File: src/rtl/m_series_encode.sv
// m_series_encode: PRBS-7 (x^7+x^6+1) data source feeding a rate-1/2, K=3
// convolutional encoder. Each source bit is held for two clocks; the G1 bit
// then the G2 bit are serialised onto `code`, one bit per clock.
// Optional feature macro: MSEQ_ENC_EXT_DATA_EN adds data_in/data_sel so an
// external bit can replace the m-sequence as the encoder source.
module m_series_encode #(
  parameter logic [6:0] LFSR_SEED = 7'h7F,
  parameter logic [2:0] G1        = 3'b101,
  parameter logic [2:0] G2        = 3'b111
) (
  input  logic clk,
  input  logic rst,
  output logic q,
  output logic code,
  output logic code_sel,
  output logic code_vld,
  output logic bit_stb
`ifdef MSEQ_ENC_EXT_DATA_EN
  ,
  input  logic data_in,
  input  logic data_sel
`endif
);

  localparam int unsigned LFSR_W = 7;
  localparam int unsigned K_W    = 3;

  logic [LFSR_W-1:0] lfsr;
  logic [1:0]        sr;
  logic              c2;
  logic              ph;
  logic              u;
  logic [K_W-1:0]    w;
  logic              g1;
  logic              g2;

  // Current m-sequence bit and the source-sample strobe.
  assign q       = lfsr[LFSR_W-1];
  assign bit_stb = !ph && !rst;

  // Source selection and generator taps over {u, sr[0], sr[1]}.
  always_comb begin
    u = q;
`ifdef MSEQ_ENC_EXT_DATA_EN
    if (data_sel) u = data_in;
`endif
    w  = {u, sr[0], sr[1]};
    g1 = ^(w & G1);
    g2 = ^(w & G2);
  end

  // Phase 0 samples u, emits G1 and parks G2; phase 1 emits the parked G2.
  always_ff @(posedge clk) begin
    if (rst) begin
      lfsr     <= LFSR_SEED;
      sr       <= 2'b00;
      c2       <= 1'b0;
      ph       <= 1'b0;
      code     <= 1'b0;
      code_sel <= 1'b0;
      code_vld <= 1'b0;
    end else if (!ph) begin
      lfsr     <= {lfsr[LFSR_W-2:0], lfsr[LFSR_W-1] ^ lfsr[LFSR_W-2]};
      sr       <= {sr[0], u};
      c2       <= g2;
      code     <= g1;
      code_sel <= 1'b0;
      code_vld <= 1'b1;
      ph       <= 1'b1;
    end else begin
      code     <= c2;
      code_sel <= 1'b1;
      ph       <= 1'b0;
    end
  end

endmodule

File: config.mk
export PLATFORM = sky130hd
export DESIGN_NAME = m_series_encode
export DESIGN_NICKNAME = d
export VERILOG_FILES = /design/src/rtl/m_series_encode.sv
export SDC_FILE = /design/constraint.sdc
export NUM_CORES = 1
export LEC_CHECK = 0
export BUFFER_PORTS_ARGS = -buffer_cell sky130_fd_sc_hd__buf_2
export CORE_AREA = 4 4 41 43
export CTS_BUF_LIST = sky130_fd_sc_hd__clkbuf_8 sky130_fd_sc_hd__clkbuf_16
export CTS_CLUSTER_DIAMETER = 30
export CTS_CLUSTER_SIZE = 24
export DETAILED_ROUTE_END_ITERATION = 12
export DIE_AREA = 0 0 45 47
export SLEW_MARGIN = 25
export SYNTH_ARGS = -nofsm -noshare
export SYNTH_HDL_FRONTEND = slang
export SYNTH_SLANG_ARGS = --single-unit
File: constraint.sdc
create_clock -name clk -period 1.5 [get_ports clk]
set_input_delay 0.075 -clock clk [delete_from_list [all_inputs] [get_ports clk]]
set_output_delay 0.075 -clock clk [all_outputs]
set_load 0.01 [all_outputs]
# After elaboration in Yosys (flattened, before gate mapping)
# Index checks and enable logic that the tools add are counted.
[totals]
word_cells = 16
output_inout_bits = 5
in_bits = 2
ff_bits = 14
[op_classes]
mux = 3
bitwise_logic = 1
reduce_logical = 5
[ops]
columns = ["op", "n"]
rows = [
  ["$reduce_xor 3->1", 2],
  ["$mux 1", 3],
  ["$logic_not 1->1", 2],
  ["$logic_and 1x1->1", 1],
  ["$xor 1x1->1", 1],
]

# Longest topological paths before layout
# Gate-level depths: netlist (run 1).
[depth]
word_depth = 2
depth_mapped = 4
mapped_depth_nobuf = 3

# Worst setup path before layout (run 1)
# OpenSTA, ideal clock, no wires.
[synth_path]
kind = "register to register"
startpoint = "reg lfsr[6]"
endpoint = "reg c2"
synth_period_minus_slack_ns = 1.154
arrival_ns = 1.027
path_buffers = 0
path_stages_with_launch = 4
setup_ns = 0.127
path_slack_ns = 0.346
t_required_ns = 1.373
cell_sequence = "dfxtp_1 xnor2_1 nor4bb_1 or3_1"
[synth_between]
elab_chain_cells = 1
[synth_lines]
columns = ["element", "line_no", "rtl"]
rows = [
  ["start: declaration", "28", "logic [LFSR_W-1:0] lfsr;"],
  ["start signal: assignment", "63", "lfsr <= {lfsr[LFSR_W-2:0], lfsr[LFSR_W-1] ^ lfsr[LFSR_W-2]};"],
  ["$reduce_xor 3->1", "49", "g2 = ^(w & G2);"],
  ["end signal: assignment", "65", "c2 <= g2;"],
  ["end: declaration", "30", "logic c2;"],
]
# Every way passes these cells.
# A chain may end at the register's enable or synchronous reset.

# Worst setup path after layout (run 1)
[layout_path]
startpoint = "reg ph"
endpoint = "out bit_stb"
[layout_between]
elab_chain_cells = 2
[layout_lines]
columns = ["element", "line_no", "rtl"]
rows = [
  ["start: declaration", "31", "logic ph;"],
  ["start signal: assignment", "58", "ph <= 1'b0;"],
  ["start signal: assignment", "69", "ph <= 1'b1;"],
  ["start signal: assignment", "73", "ph <= 1'b0;"],
  ["$logic_not 1->1", "--", ""],
  ["$logic_and 1x1->1", "39", "assign bit_stb = !ph && !rst;"],
  ["end: declaration", "17", "output logic bit_stb"],
]
# Every way passes these cells.

==> flow_metrics.tcl, run 1 <==
set metrics [dict create \
    grt_max_degree 18 \
    fmax_mhz 804.9 \
    path_buf_inv 2 \
    finalSetupViolCount 0 \
    path_clk_slew_ns 0.05 \
    crit_path_start_kind "flop" \
    worstPathMaxFanout 14 \
    ys_warn_count 0 \
    cts_buffer_depth 2 \
    dieWidth_um 45 \
    cpLargestDelayFamily "flip-flops" \
    crit_slowest_cell "dfxtp_1" \
    drv_cap 0 \
    wl_met3_um 45 \
    status "finished clean" \
    max_stage_delay_ns 0.56 \
    synth_edf_count 0 \
    antenna_found_initial 0 \
    vdd_drop_max_uv 594.5 \
    cts-resized-gates 0 \
    clock-sinks 14 \
    netlist_instances 50 \
    yosys.area.top_type "dfxtp_1" \
    yosysSeqAreaShare 0.5463 \
    syn_to_final_growth_pct 18.05 \
    worst_pin_slew_ns 0.3978 \
    pwr-share-clk 0.357 \
    drt_pre_antenna_iters 2 \
    core_area_um2 1301 \
    grt_pass1_vias 309 \
    io_pins 7 \
    whs_ns 0.1739 \
    synth.most_common_cell "dfxtp_1" \
    wl_met1_um 399 \
    hold_buffers 0 \
    synth_common_cells "14 x dfxtp_1, 7 x nor2b_1, 6 x a211o_1, 6 x nor2_1, 3 x mux2i_1" \
    p_per_area_nw_per_um2 1339 \
    switching_power_uw 176.8 \
    postCtsSetupBuffers 0 \
    skew_ns 0.001597 \
    ys_top_cells_by_area "dfxtp_1 55%, a211o_1 10%, nor2b_1 8.5%, mux2i_1 5.9%, nor2_1 4.4%" \
    worstPathRequired_ns 1.42 \
    drv_slew 0 \
    dp_hpwl_um 509.9 \
    cts_made_buffers 3 \
    avgSynthCellArea_um2 10.26 \
    async_flop_share 0 \
    rsz0062_at_grt "no" \
    crit_path_end_kind "output pin" \
    comb_power_share 0.115 \
    sw_frac_of_total 0.2180 \
    synth_cell_type_count 17 \
    chipHeight_um 47 \
    placed_cell_area_um2 564.3 \
    antenna_cells 0 \
    cts_tree "built" \
    met2_length_um 302 \
    gr-usage-all-layers 0.09626 \
    ys_ff_latch 14 \
    crit_path_cell_trace "buf_12 -> nor2_1 -> buf_2" \
    ys.flop_type "dfxtp_1" \
    cp.arrival_ns 1.17 \
    routabilityCongestion 0.6531 \
    grt_overflow_total 0 \
    die_area_um2 2115 \
    root_buffer "clkbuf_8" \
    timing.final.crit_share 0.8283 \
    wire_per_inst_um 10.66 \
    hold_viol 0 \
    portBuffers 6 \
    power.internal_uw 634.1 \
    final.setup.tns_ns 0 \
    critPathKind "reg -> out" \
    avgViaCountPerCell 4.817 \
    post-route-min-period_ns 1.242 \
    syn_nets 52 \
    drc 0 \
    rows 13 \
    start_util 0.3942 \
    leakage_uw 0.0002548 \
    max_slew_margin 0.7345 \
    postLayoutCellArea_um2 605.6 \
    htreeDepth 1 \
    fin_nets 60 \
    clk_latency_ns 0.23 \
    wirelength_um 757 \
    maxUsedRoutingLayer "met4" \
    drt_iter0_markers 1 \
    synth_top_area_frac 0.5463 \
    via_count 342 \
    seq_power_share 0.527 \
    hp-class "in -> reg" \
    final_antenna_net_count 0 \
    synth_area_um2 513.0 \
    drive_gt1_frac 0.1786 \
    grt_pass1_wl_mm 1.380 \
]
[through the flow]
step	std cells	util	setup slack [ns]	power, µW
finish	71	0.4654	0.2575	810.9
global placement	68	0.4337	0.3430	528.7
floorplan	50	-	0.3461	502.0
CTS	71	0.4654	0.2528	824.7
global route	71	0.4654	0.1878	860.3
detailed placement	68	0.4337	0.3279	530.6
[flip-flops by register name (all words and copies together) (netlist names)]
name,cells
lfsr,7
sr,2
c2,1
code,1
code_sel,1
code_vld,1
ph,1
[path summary, 6_finish.rpt]
kind                            startpoint       end  slack, ns  cells past startpoint
worst max-delay path                    ph   bit_stb       0.26                      3
worst min-delay path                   rst        ph       0.17                      2
worst max register to register     lfsr[6]        c2       0.33                      3
worst min register to register    code_vld  code_vld       0.44                      2
[layout by cell type, fill, tap and decap left out]
cell type	netlist	final
buf_2	2	6
xnor2_1	1	1
nand2_1	1	1
o21a_1	1	1
xor2_1	1	1
nor2b_1	7	7
clkbuf_8	0	3
nor2_1	6	6
nor4bb_1	1	1
buf_12	0	1
dfxtp_1	14	14
nand2b_1	1	1
nor4_1	1	1
mux2i_1	3	3
inv_1	1	1
a21oi_1	1	1
a211o_1	6	6
or3_1	1	1
[routing by layer]
layer / vias up / global-route usage
met1: 152 / 0.1253
met4: 0 / 0.07018
met2: 7 / 0.1215
met5: - / 0
li1: 181 / -
met3: 2 / 0.04598
[layout make-up]
| cell class | count | area (µm²) |
|---|---|---|
| Sequential cell | 14 | 280.3 |
| Timing Repair Buffer | 7 | 50.05 |
| Multi-Input combinational cell | 31 | 211.5 |
| Fill cell | 140 | 695.7 |
| Inverter | 1 | 3.754 |
| Tap cell | 15 | 18.77 |
| Clock buffer | 3 | 41.29 |
[power groups by stage]
stage               Clock, µW  Combinational, µW  Sequential, µW
floorplan                   0               69.9             432
global placement            0               93.9             435
detailed placement          0               95.1             435
CTS                       301               95.6             428
global route              322                106             432
finish                    290               93.6             428
[cell families (layout without fill, tap and decap cells)]
family	Yosys count	count (layout)	share of synthesized area
flip-flops	14	14	0.5463
AO/OA/AOI/OAI	8	8	0.1268
AND/OR/NAND/NOR	18	18	0.1927
XOR/XNOR	2	2	0.03415
multiplexers	3	3	0.05854
buffers and inverters	5	11	0.04146
Note: power is estimated with default switching activity, not from simulation.
==> inputs of run 2 (changes only) <==
==> constraint.sdc (replaced) <==
create_clock -name clk -period 1.2 [get_ports clk]
set_input_delay 0.06 -clock clk [delete_from_list [all_inputs] [get_ports clk]]
set_output_delay 0.06 -clock clk [all_outputs]
set_load 0.01 [all_outputs]
==> run 2 against run 1 <==
Net effect: count of clock-buffer cells in the layout is 1 higher; combinational power is 39% higher; clock skew is 0.0032 ns higher; non-clock buffer count is 2 higher; final area is 4.8% higher; global-route usage is 0.057 points lower; hold slack worse by 0.0098 ns; die area stayed put; largest cell class unchanged; highest routed layer unchanged.
==> flow_metrics.tcl, run 2 (same netlist as run 1, synthesis figures left out) <==
set metrics [dict create \
    max_slew_margin 0.7966 \
    grt_overflow_total 0 \
    htreeDepth 1 \
    largest_reg_flops 7 \
    crit_path_start_kind "flop" \
    wirelength_um 790 \
    routabilityCongestion 0.6099 \
    io_pins 7 \
    regToRegSetupSlack_ns 0.11 \
    seq_power_share 0.475 \
    finalPower_uw 1112 \
    path_clk_slew_ns 0.06 \
    skew_ns 0.004773 \
    post-route-min-period_ns 1.101 \
    rows 13 \
    fin_nets 62 \
    hold_buffers 0 \
    power.internal_uw 867.6 \
    worstPathMaxFanout 17 \
    cts_tree "built" \
    cts-resized-gates 0 \
    drv_cap 0 \
    crit_path_end_kind "output pin" \
    root_buffer "clkbuf_8" \
    switching_power_uw 244.2 \
    grt_pass1_wl_mm 1.345 \
    reg.largest.list "lfsr: 7 flops, sr: 2 flops" \
    postCtsSetupBuffers 0 \
    die_area_um2 2115 \
    start_util 0.3942 \
    final_cell_mix "14 x dfxtp_1, 7 x nor2b_1, 6 x nor2_1, 6 x a211o_1, 6 x buf_2" \
    final-seq-area_um2 280.3 \
    nFillCells 130 \
    hp-class "in -> reg" \
    clock-sinks 14 \
    avgViaCountPerCell 4.622 \
    wire_per_inst_um 10.68 \
    sw_frac_of_total 0.2197 \
    layout_commonest_cell "dfxtp_1" \
    antenna_cells 0 \
    cts_made_buffers 3 \
    chipHeight_um 47 \
    grt_max_degree 18 \
    portBuffers 6 \
    core_area_um2 1301 \
    clk_latency_ns 0.24 \
    critPathKind "reg -> out" \
    dieWidth_um 45 \
    via_count 342 \
    syn_to_final_growth_pct 23.66 \
    drt_iter0_markers 7 \
    pwr-share-clk 0.408 \
    hold_viol 0 \
    multiInputGateArea_um2 211.5 \
    timing.final.crit_share 0.9172 \
    cp.arrival_ns 1.04 \
    antenna_found_initial 0 \
    p_per_area_nw_per_um2 1753 \
    finalSetupViolCount 0 \
    rsz0062_at_grt "no" \
    final.setup.tns_ns 0 \
    gr-usage-all-layers 0.09569 \
    drv_slew 0 \
    comb_power_share 0.117 \
    largest-register "lfsr" \
    drive_gt1_frac 0.2203 \
    drt_pre_antenna_iters 4 \
    final_antenna_net_count 0 \
    worst_pin_slew_ns 0.3051 \
    drc 0 \
    fmax_mhz 908.5 \
    status "finished clean" \
    cts_buffer_depth 2 \
    vdd_drop_max_uv 672.6 \
    leakage_uw 0.0002714 \
    grt_pass1_vias 315 \
    worstPathRequired_ns 1.14 \
]
run 2: cell count changes in the layout (fill, tap and decap cells not counted), sizes merged:
cell / delta
buf: +2
clkbuf: +1
run 2: layout make-up:
class,count,share of cell area
tap,15,0.02959
timing repair buffer,9,0.1026
inverter,1,0.005917
sequential,14,0.4418
multi-input combinational,31,0.3333
clock buffer,4,0.08679
run 2: critical path, cell delays in order (launching register included):
cell and delay, ns:
dfxtp_1 0.43, buf_12 0.17, nor2_1 0.05, buf_2 0.14
run 2: routing by layer:
layer	GRT usage	vias up	routed length, µm
met5	0	-	0
met4	0.1053	0	31
met3	0.03448	4	43
met2	0.1158	8	268
met1	0.1215	145	448
li1	-	185	-
run 2: final timing paths:
kind,from,end,cells past startpoint
max reg2reg,lfsr[6],c2,3
min,rst,ph,2
max,ph,bit_stb,3
min reg2reg,code_vld,code_vld,2
run 2: per-stage QoR:
stage	area (µm²)	utilization	setup slack, ns	hold slack [ns]	std cells
floorplan	513.0	-	0.04611	0.3464	50
global placement	579.3	0.4452	0.1451	0.3990	70
detailed placement	579.3	0.4452	0.09559	0.4097	70
CTS	634.4	0.4875	0.09442	0.1521	74
global route	634.4	0.4875	0.02239	0.1855	74
finish	634.4	0.4875	0.09933	0.1641	74
run 2: power groups by stage:
| stage | combinational, µW | clock, µW | sequential (µW) |
|---|---|---|---|
| finish | 130 | 453 | 528 |
| global route | 146 | 492 | 533 |
| CTS | 132 | 470 | 528 |
| detailed placement | 131 | 0 | 538 |
| global placement | 129 | 0 | 538 |
| floorplan | 87.4 | 0 | 540 |
